## config.mk

```make
export PLATFORM = sky130hd
export DESIGN_NAME = display_scan_ctrl
export DESIGN_NICKNAME = d
export VERILOG_FILES = /design/src/rtl/display_scan_ctrl.sv
export SDC_FILE = /design/constraint.sdc
export NUM_CORES = 1
export LEC_CHECK = 0
export BUFFER_PORTS_ARGS = -buffer_cell sky130_fd_sc_hd__buf_2
export CAP_MARGIN = 20
export CORE_MARGIN = 1
export CORE_UTILIZATION = 49
export CTS_BUF_LIST = sky130_fd_sc_hd__clkbuf_16
export DETAILED_ROUTE_END_ITERATION = 10
export HOLD_SLACK_MARGIN = 0.12
export PLACE_DENSITY = 0.83
export SYNTH_ARGS = -nofsm -noshare
export SYNTH_HDL_FRONTEND = slang
export SYNTH_SLANG_ARGS = --single-unit
```

## constraint.sdc

```tcl
create_clock -name clk -period 2.2 [get_ports clk]
set_clock_uncertainty 0.15 [all_clocks]
set_input_delay 0.44 -clock clk [delete_from_list [all_inputs] [get_ports clk]]
set_output_delay 0.44 -clock clk [all_outputs]
set_load 0.01 [all_outputs]
```

## src/rtl/display_scan_ctrl.sv

```systemverilog
// display_scan_ctrl: scans four active-low 7-seg digits over one seg bus.
// `define SCAN_BLINK_EN blinks the digit pair being adjusted.
module display_scan_ctrl #(
  parameter int REFRESH_DIV  = 100_000,
  parameter int GUARD_CYCLES = 4,
  parameter int BLINK_DIV    = 25_000_000
) (
  input  logic       clk,
  input  logic       rst,
  input  logic       enable,
  input  logic       adj,
  input  logic       sel,
  input  logic [7:0] digit0,
  input  logic [7:0] digit1,
  input  logic [7:0] digit2,
  input  logic [7:0] digit3,
  output logic [7:0] seg,
  output logic [3:0] an,
  output logic [1:0] scan_idx
);

  localparam int CW = $clog2(REFRESH_DIV);
  localparam logic [CW-1:0] LAST = CW'(REFRESH_DIV - 1);
  localparam logic [CW-1:0] GEND = CW'(GUARD_CYCLES);

  typedef enum logic {
    GUARD = 1'b0,
    DRIVE = 1'b1
  } state_t;

  logic [CW-1:0] slot_cnt;
  logic [CW-1:0] cnt_nxt;
  logic [1:0]    idx_nxt;
  state_t        state;
  logic [7:0]    pat;
  logic [7:0]    seg_d;
  logic [3:0]    an_d;
  logic          dark;

`ifdef SCAN_BLINK_EN
  localparam int BW = (BLINK_DIV > 1) ? $clog2(BLINK_DIV) : 1;
  localparam logic [BW-1:0] BLAST = BW'(BLINK_DIV - 1);

  logic [BW-1:0] blink_cnt;
  logic          blink_ph;

  // Free-running blink phase, independent of enable
  always_ff @(posedge clk) begin
    if (rst) begin
      blink_cnt <= '0;
      blink_ph  <= 1'b0;
    end else if (blink_cnt == BLAST) begin
      blink_cnt <= '0;
      blink_ph  <= ~blink_ph;
    end else begin
      blink_cnt <= blink_cnt + 1'b1;
    end
  end

  // Blank the selected pair during the off phase
  always_comb dark = adj && blink_ph && (scan_idx[1] == sel);
`else
  logic unused_blink;
  assign unused_blink = ^{adj, sel, BLINK_DIV};

  // No blinking: slots only follow guard/drive
  always_comb dark = 1'b0;
`endif

  // State register: slot position and digit index, plus registered pins
  always_ff @(posedge clk) begin
    if (rst) begin
      slot_cnt <= '0;
      scan_idx <= 2'd0;
      seg      <= 8'hFF;
      an       <= 4'hF;
    end else begin
      slot_cnt <= cnt_nxt;
      scan_idx <= idx_nxt;
      seg      <= seg_d;
      an       <= an_d;
    end
  end

  // Slot phase is a pure function of the slot counter
  always_comb state = (slot_cnt < GEND) ? GUARD : DRIVE;

  // Next counters; disable parks the slot at 0 so re-enable starts in guard
  always_comb begin
    cnt_nxt = slot_cnt;
    idx_nxt = scan_idx;
    if (!enable) begin
      cnt_nxt = '0;
    end else if (slot_cnt == LAST) begin
      cnt_nxt = '0;
      idx_nxt = scan_idx + 2'd1;
    end else begin
      cnt_nxt = slot_cnt + 1'b1;
    end
  end

  // Pattern of the digit owning the current slot
  always_comb begin
    pat = 8'hFF;
    unique case (scan_idx)
      2'd0: pat = digit0;
      2'd1: pat = digit1;
      2'd2: pat = digit2;
      2'd3: pat = digit3;
    endcase
  end

  // Pin drive: at most one anode low, everything off otherwise
  always_comb begin
    seg_d = 8'hFF;
    an_d  = 4'hF;
    if (enable && state == DRIVE && !dark) begin
      an_d  = ~(4'b0001 << scan_idx);
      seg_d = pat;
    end
  end

endmodule
```

==> results of run 1 <==
## metal layers
metal  GRT usage  wire [um]  part of all wire  vias up
li1            -          -                 -      696
met1       0.227       1410              0.45      600
met2       0.339       1410              0.45       49
met3      0.0806        257             0.082        6
met4      0.0941         56             0.018        0
met5           0          0                 0        -
## registers in the layout, summed over array words and instances (netlist names)
signal	cells
seg	8
scan_idx	2
slot_cnt	17
an	4
## kinds of logic (layout without fill, tap and decap cells)
kind of cell	after synthesis	in the layout	share of synthesized area
simple gates	79	79	0.278
buf+inv	16	65	0.0499
xor+xnor	14	14	0.0843
flops	31	31	0.427
compound gates	23	23	0.109
fa+ha+maj	6	6	0.0516
## path summary, 6_finish.rpt
kind	start	end	slack (ns)	cells past startpoint
worst max-delay path	slot_cnt[14]	slot_cnt[13]	0.19	4
worst min-delay path	rst	scan_idx[0]	0.20	2
worst max register to register	slot_cnt[14]	slot_cnt[13]	0.19	4
worst min register to register	scan_idx[0]	scan_idx[0]	0.38	2
## metrics by stage
stage	hold slack [ns]	cells	utilization	instance area (um2)
floorplan	0.303	169	-	1450
global placement	0.369	241	0.613	1710
detailed placement	0.373	241	0.613	1710
CTS	0.188	249	0.664	1850
global route	0.200	249	0.664	1850
finish	0.198	249	0.664	1850
## power groups by stage
stage | Combinational [mW] | Clock [mW] | Sequential (mW)
after floorplan | 0.0147 | 0 | 0.578
after global placement | 0.0458 | 0 | 0.577
after detailed placement | 0.0467 | 0 | 0.577
after CTS | 0.0475 | 0.657 | 0.566
after global routing | 0.0515 | 0.676 | 0.566
final | 0.0474 | 0.636 | 0.566
## layout make-up
class | count | area (um2)
clock buffers | 5 | 125
clock inverters | 3 | 15.0
fillers | 239 | 936
inverters | 6 | 22.5
multi-input cells | 122 | 761
flip-flops and latches | 31 | 621
well taps | 31 | 38.8
repair buffers | 51 | 263
## critical path, stage by stage (launching register included)
cell and delay, ns:
dfxtp_1 0.35, or4b_2 0.67, or4_4 0.46, nand2b_4 0.19, a21oi_1 0.07
## cell usage in the layout, fill, tap and decap left out
cell,synthesis,final
or3_1,1,1
ha_1,6,6
nand2_1,24,24
xor2_1,5,5
inv_1,6,6
nand2b_4,1,1
nor4_1,6,6
or2_2,1,1
or4_4,2,2
o31ai_1,1,1
buf_2,1,48
clkinv_2,0,3
nor3_1,3,3
and4_1,1,1
a222oi_1,8,8
nand3_1,5,5
buf_4,0,3
or4b_2,1,1
nor2_1,18,18
and3_1,2,2
dfxtp_1,31,31
clkbuf_16,0,5
nand2b_1,1,1
or4_1,1,1
and2_1,1,1
nand4_1,11,11
o21ai_0,10,10
a21oi_1,3,3
xnor2_1,9,9
a31oi_1,1,1
==> reports/metrics.yaml, run 1 <==
power_and_ir_drop:
  peakVddDrop_v: 0.000878
  p_sw_frac: 0.197
  p_switching_uw: 246
  totalPowerFinal_mw: 1.25
  pwr-share-clk: 0.509
  p_per_area_nw_per_um2: 677
  pwr-share-seq: 0.453
  p_leak_nw: 0.714
  pwr-share-comb: 0.038
  p_int_mw: 1.00
drt:
  vias: 1351
  drtIter0Drc: 88
  via_per_inst: 5.43
  wl_per_cell_um: 12.6
  first_pass_iters: 4
  wl_mm: 3.13
  ant_nets: 0
  drc_errors: 0
worst_setup_path:
  start_kind: "flop"
  worst_setup_path_end_kind: "flop"
  cp_max_fo: 15
  cp.arrival_ns: 2.00
  cp.required_ns: 2.20
  criticalPathCategory: "reg2reg"
clocking:
  cts.reportedPaths.clkPinSlew_ns: 0.05
  cts_resized: 0
  cts_tree: "yes"
  cts_setup_buffers: 0
  clk_latency_ns: 0.27
  cts_buffer_depth: 2
  cts_made_buffers: 5
  postCtsHoldBufs: 0
  htree_levels: 2
  root_buffer: "clkbuf_16"
  clock-sinks: 31
die:
  fp.dieW_um: 56.5
  fp.coreArea_um2: 2780
  num_rows: 19
  initial_core_util: 0.523
  fp.dieH_um: 56.5
  io_pins: 51
  fp.dieArea_um2: 3190
yosys:
  synth_area_um2: 1450
  syn_nets: 212
  avgSynthCellArea_um2: 8.60
  postSynthCellCount: 169
  ys_top_cells_by_count: "dfxtp_1, nand2_1, nor2_1"
  yosysTopAreaCell: "dfxtp_1"
  yosysMostFrequentCell: "dfxtp_1"
  ys_seq_elements: 31
  synth_edf_count: 0
  synth_cell_type_count: 29
  synth.top_cells.by_area: "dfxtp_1, nand2_1, a222oi_1"
  synth_top_area_share: 0.427
  yosysSeqAreaShare: 0.427
  synthArstFlopShare: 0
  yosysWarnings: 0
  synth-main-ff-cell: "dfxtp_1"
sta:
  setup-tns-final_ns: 0
  final_hold_viol_count: 0
  final_max_slew_viol_count: 0
  layout_worst_path_cycle_share: 0.912
  finalSetupViolCount: 0
  clock.fmax_ghz: 0.499
  fin_crit_ns: 2.01
  worstMarginPinSlew_ns: 0.959
  setup_ws_ns: 0.195
  rsz0062_at_grt: "false"
  max_slew_margin: 0.358
job:
  drv_cap: 0
grt:
  antenna_found_initial: 0
  grt_first_pass_wirelength_mm: 5.01
  grt_pass1_vias: 1178
  grt_overflow: 0
  grt_max_degree: 17
  grt.total_usage: 0.204
final_layout:
  syn_to_final_growth_pct: 26.9
  diodes: 0
  drive_above_1_share: 0.294
  nNetsFinal: 260
place:
  io_buffers: 48
  dp_hpwl_mm: 2.20
  dp_slack_ns: 0.210
  gp_congestion: 0.773
status:
  status: "complete, no violations"
worst_hold_path:
  hold_path_class: "in2reg"
Note: power is estimated with default switching activity, not from simulation.
==> run 2, diff against run 1 <==
--- a/config.mk
+++ b/config.mk
@@ -8,5 +8,4 @@
 export BUFFER_PORTS_ARGS = -buffer_cell sky130_fd_sc_hd__buf_2
 export CAP_MARGIN = 20
-export CORE_MARGIN = 1
 export CORE_UTILIZATION = 49
 export CTS_BUF_LIST = sky130_fd_sc_hd__clkbuf_16
--- a/constraint.sdc
+++ b/constraint.sdc
@@ -3,3 +3,3 @@
 set_input_delay 0.44 -clock clk [delete_from_list [all_inputs] [get_ports clk]]
 set_output_delay 0.44 -clock clk [all_outputs]
-set_load 0.01 [all_outputs]
+set_load 0.1 [all_outputs]
==> run 2 against run 1 <==
Against the previous run:
- core utilization increased by 0.94 points
- non-clock buffer count unchanged
- first-iteration DRC count increased by 27%
- design area increased by 1.4%
- critical path depth unchanged
- sequential power about the same
- register-to-register slack about the same
==> reports/metrics.yaml, run 2 (synthesis results as in run 1) <==
power_and_ir_drop:
  p_per_area_nw_per_um2: 729  # was 677 nW/um2
  totalPowerFinal_mw: 1.36  # was 1.25 mW
  p_sw_frac: 0.181  # was 0.197
  p_switching_uw: 247  # was 246 uW
  peakVddDrop_v: 0.000817  # was 0.000878 V
  p_int_mw: 1.12  # was 1.00 mW
  pwr-share-seq: 0.415  # was 0.453
  pwr-share-clk: 0.550  # was 0.509
  pwr-share-comb: 0.035  # was 0.038
  p_leak_nw: 0.723  # was 0.714 nW
die:
  fp.coreArea_um2: 2780  # unchanged
  initial_core_util: 0.523  # unchanged
  fp.dieArea_um2: 3190  # unchanged
  num_rows: 19  # unchanged
  fp.dieW_um: 56.5  # unchanged
  fp.dieH_um: 56.5  # unchanged
  io_pins: 51  # unchanged
sta:
  clock.fmax_ghz: 0.495  # was 0.499 GHz
  layout_worst_path_cycle_share: 0.918  # was 0.912
  final_hold_viol_count: 0  # unchanged
  finalSetupViolCount: 0  # unchanged
  fin_crit_ns: 2.02  # was 2.01 ns
  max_slew_margin: 0.370  # was 0.358
  final_max_slew_viol_count: 0  # unchanged
  rsz0062_at_grt: "false"  # unchanged
  worstMarginPinSlew_ns: 0.940  # was 0.959 ns
  setup-tns-final_ns: 0  # unchanged
final_layout:
  top_register: "slot_cnt"  # unchanged
  most-common-layout-cells: "buf_2, dfxtp_1, nand2_1, nor2_1, nand4_1"  # unchanged
  fill_cells: 229  # was 239
  final_common_cell: "buf_2"  # unchanged
  diodes: 0  # unchanged
  nNetsFinal: 260  # unchanged
  syn_to_final_growth_pct: 28.7  # was 26.9%
  stdcell_area_um2: 1870  # was 1850 um2
  biggestRegsByFlops: "slot_cnt x17, seg x8, an x4"  # unchanged
  drive_above_1_share: 0.298  # was 0.294
  largest_reg_flops: 17  # unchanged
place:
  dp_hpwl_mm: 2.21  # was 2.20 mm
  io_buffers: 48  # unchanged
  gp_congestion: 0.800  # was 0.773
  place_area_um2: 1710  # about the same
grt:
  grt_pass1_vias: 1184  # was 1178
  grt_overflow: 0  # unchanged
  grt.total_usage: 0.211  # was 0.204
  antenna_found_initial: 0  # unchanged
  grt_max_degree: 17  # unchanged
  grt_first_pass_wirelength_mm: 5.06  # was 5.01 mm
drt:
  wl_mm: 3.09  # was 3.13 mm
  wl_per_cell_um: 12.4  # was 12.6 um
  first_pass_iters: 5  # was 4
  drtIter0Drc: 112  # was 88
  drc_errors: 0  # unchanged
  ant_nets: 0  # unchanged
  via_per_inst: 5.56  # was 5.43
  vias: 1385  # was 1351
worst_setup_path:
  start_kind: "flop"  # unchanged
  criticalPathCategory: "reg2reg"  # unchanged
  cp_max_fo: 15  # unchanged
  cp.required_ns: 2.20  # about the same
  cp.arrival_ns: 2.02  # was 2.00 ns
  worst_setup_path_end_kind: "flop"  # unchanged
clocking:
  cts_made_buffers: 5  # unchanged
  cts_resized: 0  # unchanged
  cts_tree: "yes"  # unchanged
  cts_buffer_depth: 2  # unchanged
  postCtsHoldBufs: 0  # unchanged
  cts_setup_buffers: 0  # unchanged
  clk_latency_ns: 0.27  # about the same
  cts.reportedPaths.clkPinSlew_ns: 0.05  # about the same
  root_buffer: "clkbuf_16"  # unchanged
  clock-sinks: 31  # unchanged
  htree_levels: 2  # unchanged
status:
  status: "complete, no violations"  # unchanged
job:
  drv_cap: 0  # unchanged
worst_hold_path:
  hold_path_class: "in2reg"  # unchanged
-- run 2: cell types whose count changed in the layout (fill, tap and decap cells not counted), sizes merged --
| cell | delta |
|---|---|
| clkinv | -1 |
| bufinv | +1 |
-- run 2: per-layer routing --
layer	routed length [um]	track usage	share of wire
met5	0	0	0
met4	31	0.0941	0.010
met3	311	0.0945	0.10
met2	1400	0.338	0.45
met1	1350	0.240	0.44
-- run 2: final timing paths --
path                start  cells after the start  slack [ns]           end
max          slot_cnt[14]                      4        0.18  slot_cnt[15]
min                   rst                      2        0.18   scan_idx[0]
max reg2reg  slot_cnt[14]                      4        0.18  slot_cnt[15]
min reg2reg   scan_idx[0]                      2        0.35   scan_idx[0]
-- run 2: power groups by stage --
stage	logic, mW	registers (mW)	clock network [mW]
finish	0.0481	0.566	0.750
global route	0.0534	0.565	0.797
CTS	0.0486	0.566	0.768
detailed placement	0.0481	0.577	0
global placement	0.0467	0.577	0
floorplan	0.0147	0.578	0
-- run 2: worst max-delay path, stage by stage, from the launching register on --
cell and delay [ns]:
dfxtp_1 0.35, or4b_2 0.67, or4_4 0.46, nand2b_4 0.19
nor2_1 0.07
-- run 2: final cells by class --
| type | instances | area, um2 | area share |
|---|---|---|---|
| timing repair buffer | 51 | 263 | 0.140 |
| clock buffer | 5 | 125 | 0.0668 |
| clock inverter | 3 | 38.8 | 0.0207 |
| tap | 31 | 38.8 | 0.0207 |
| multi-input combinational | 122 | 761 | 0.406 |
| sequential | 31 | 623 | 0.333 |
| inverter | 6 | 22.5 | 0.0120 |
-- run 2: per-stage QoR --
| step | hold slack [ns] | cells | worst slack (ns) | utilization |
|---|---|---|---|---|
| global route | 0.189 | 249 | 0.118 | 0.673 |
| floorplan | 0.303 | 169 | 0.192 | - |
| detailed placement | 0.349 | 241 | 0.193 | 0.614 |
| finish | 0.184 | 249 | 0.180 | 0.673 |
| global placement | 0.343 | 241 | 0.211 | 0.614 |
| CTS | 0.178 | 249 | 0.180 | 0.673 |
==> run 3, diff against run 2 <==
- CORE_ASPECT_RATIO: unset -> 1.5
==> run 3 against run 2 <==
Against the previous run:
- sequential cell count stayed put
- combinational power hardly changed
- critical path depth stayed put
- die area is 0.15% higher
- wire length is 3.2% higher
- clock power is 0.7% higher
- maximum frequency is 0.83% higher
- global-route usage is 1.0 points higher
- register-to-register slack better by 0.02 ns
==> reports/metrics.yaml, run 3 (synthesis results as in run 1) <==
status:
  status: "complete, no violations"  # unchanged
clocking:
  htree_levels: 2  # unchanged
  cts_made_buffers: 5  # unchanged
  postCtsHoldBufs: 0  # unchanged
  root_buffer: "clkbuf_16"  # unchanged
  clk_latency_ns: 0.27  # about the same
  cts_resized: 0  # unchanged
  cts.reportedPaths.clkPinSlew_ns: 0.05  # about the same
  cts_setup_buffers: 0  # unchanged
  cts_tree: "yes"  # unchanged
  clock-sinks: 31  # unchanged
  cts_buffer_depth: 2  # unchanged
sta:
  layout_worst_path_cycle_share: 0.910  # was 0.918
  rsz0062_at_grt: "false"  # unchanged
  final_max_slew_viol_count: 0  # unchanged
  max_slew_margin: 0.372  # was 0.370
  clock.fmax_ghz: 0.499  # was 0.495 GHz
  final_hold_viol_count: 0  # unchanged
  finalSetupViolCount: 0  # unchanged
  worstMarginPinSlew_ns: 0.938  # was 0.940 ns
  fin_crit_ns: 2.00  # was 2.02 ns
  setup-tns-final_ns: 0  # unchanged
final_layout:
  biggestRegsByFlops: "slot_cnt x17, seg x8, an x4"  # unchanged
  top_register: "slot_cnt"  # unchanged
  diodes: 0  # unchanged
  final_common_cell: "buf_2"  # unchanged
  largest_reg_flops: 17  # unchanged
  stdcell_count: 255  # was 249
  drive_above_1_share: 0.298  # unchanged
  nNetsFinal: 260  # unchanged
  syn_to_final_growth_pct: 29.3  # was 28.7%
  most-common-layout-cells: "buf_2, dfxtp_1, nand2_1, nor2_1, nand4_1"  # unchanged
worst_setup_path:
  criticalPathCategory: "reg2reg"  # unchanged
  start_kind: "flop"  # unchanged
  cp.arrival_ns: 2.01  # was 2.02 ns
  cp_max_fo: 15  # unchanged
  worst_setup_path_end_kind: "flop"  # unchanged
  cp.required_ns: 2.21  # was 2.20 ns
drt:
  drtIter0Drc: 61  # was 112
  vias: 1399  # was 1385
  wl_mm: 3.19  # was 3.09 mm
  ant_nets: 0  # unchanged
  wl_per_cell_um: 12.5  # was 12.4 um
  drc_errors: 0  # unchanged
  first_pass_iters: 5  # unchanged
  via_per_inst: 5.49  # was 5.56
power_and_ir_drop:
  p_switching_uw: 251  # was 247 uW
  p_per_area_nw_per_um2: 728  # was 729 nW/um2
  pwr-share-comb: 0.035  # about the same
  p_sw_frac: 0.183  # was 0.181
  pwr-share-clk: 0.551  # was 0.550
  totalPowerFinal_mw: 1.37  # was 1.36 mW
  pwr-share-seq: 0.413  # was 0.415
  peakVddDrop_v: 0.000629  # was 0.000817 V
  p_int_mw: 1.12  # about the same
  p_leak_nw: 0.723  # unchanged
worst_hold_path:
  hold_path_class: "in2reg"  # unchanged
place:
  io_buffers: 48  # unchanged
  gp_congestion: 0.889  # was 0.800
  dp.cells: 247  # was 241
  dp_hpwl_mm: 2.31  # was 2.21 mm
grt:
  grt_first_pass_wirelength_mm: 4.95  # was 5.06 mm
  grt_overflow: 0  # unchanged
  grt.total_usage: 0.221  # was 0.211
  antenna_found_initial: 0  # unchanged
  grt_max_degree: 17  # unchanged
  grt_pass1_vias: 1229  # was 1184
die:
  fp.coreArea_um2: 2730  # was 2780 um2
  fp.dieW_um: 46.5  # was 56.5 um
  initial_core_util: 0.532  # was 0.523
  fp.dieH_um: 68.7  # was 56.5 um
  num_rows: 23  # was 19
  fp.dieArea_um2: 3190  # about the same
  io_pins: 51  # unchanged
job:
  drv_cap: 0  # unchanged
[run 3: cell counts in the layout (fill, tap and decap cells not counted)]
Identical to the previous run, type by type.
[run 3: through the flow]
| stage | setup WS (ns) | area, um2 | util | hold WS, ns |
|---|---|---|---|---|
| final | 0.197 | 1880 | 0.687 | 0.188 |
| after global routing | 0.111 | 1880 | 0.687 | 0.196 |
| after floorplan | 0.192 | 1460 | - | 0.303 |
| after detailed placement | 0.193 | 1720 | 0.627 | 0.352 |
| after global placement | 0.207 | 1720 | 0.627 | 0.344 |
| after CTS | 0.187 | 1880 | 0.687 | 0.184 |
[run 3: critical path, stage by stage, from the launching register on]
cell and delay [ns]:
dfxtp_1 0.34, or4_4 0.56, or4_4 0.58, nand2b_4 0.19, nor2_1 0.07
[run 3: power by group through the flow]
| stage | Clock [mW] | Sequential, mW | Combinational (mW) |
|---|---|---|---|
| finish | 0.755 | 0.566 | 0.0482 |
| global placement | 0 | 0.577 | 0.0471 |
| CTS | 0.777 | 0.566 | 0.0482 |
| detailed placement | 0 | 0.577 | 0.0479 |
| floorplan | 0 | 0.578 | 0.0147 |
| global route | 0.798 | 0.566 | 0.0534 |
[run 3: final cells by class]
type,instances,area (um2)
fill,228,855
multi-input combinational,122,761
sequential,31,623
timing repair buffer,51,263
clock buffer,5,125
tap,37,46.3
clock inverter,3,38.8
inverter,6,22.5
[run 3: final timing paths]
check,start,endpoint,slack (ns),cells after the start
hold reg to reg,scan_idx[0],scan_idx[0],0.36,2
setup / recovery,slot_cnt[11],slot_cnt[11],0.20,4
hold / removal,rst,scan_idx[0],0.19,2
setup reg to reg,slot_cnt[11],slot_cnt[11],0.20,4
[run 3: routing by layer]
| metal | part of all wire | track usage |
|---|---|---|
| met1 | 0.38 | 0.187 |
| met5 | 0 | 0 |
| met3 | 0.081 | 0.0677 |
| met2 | 0.52 | 0.427 |
| met4 | 0.023 | 0.121 |
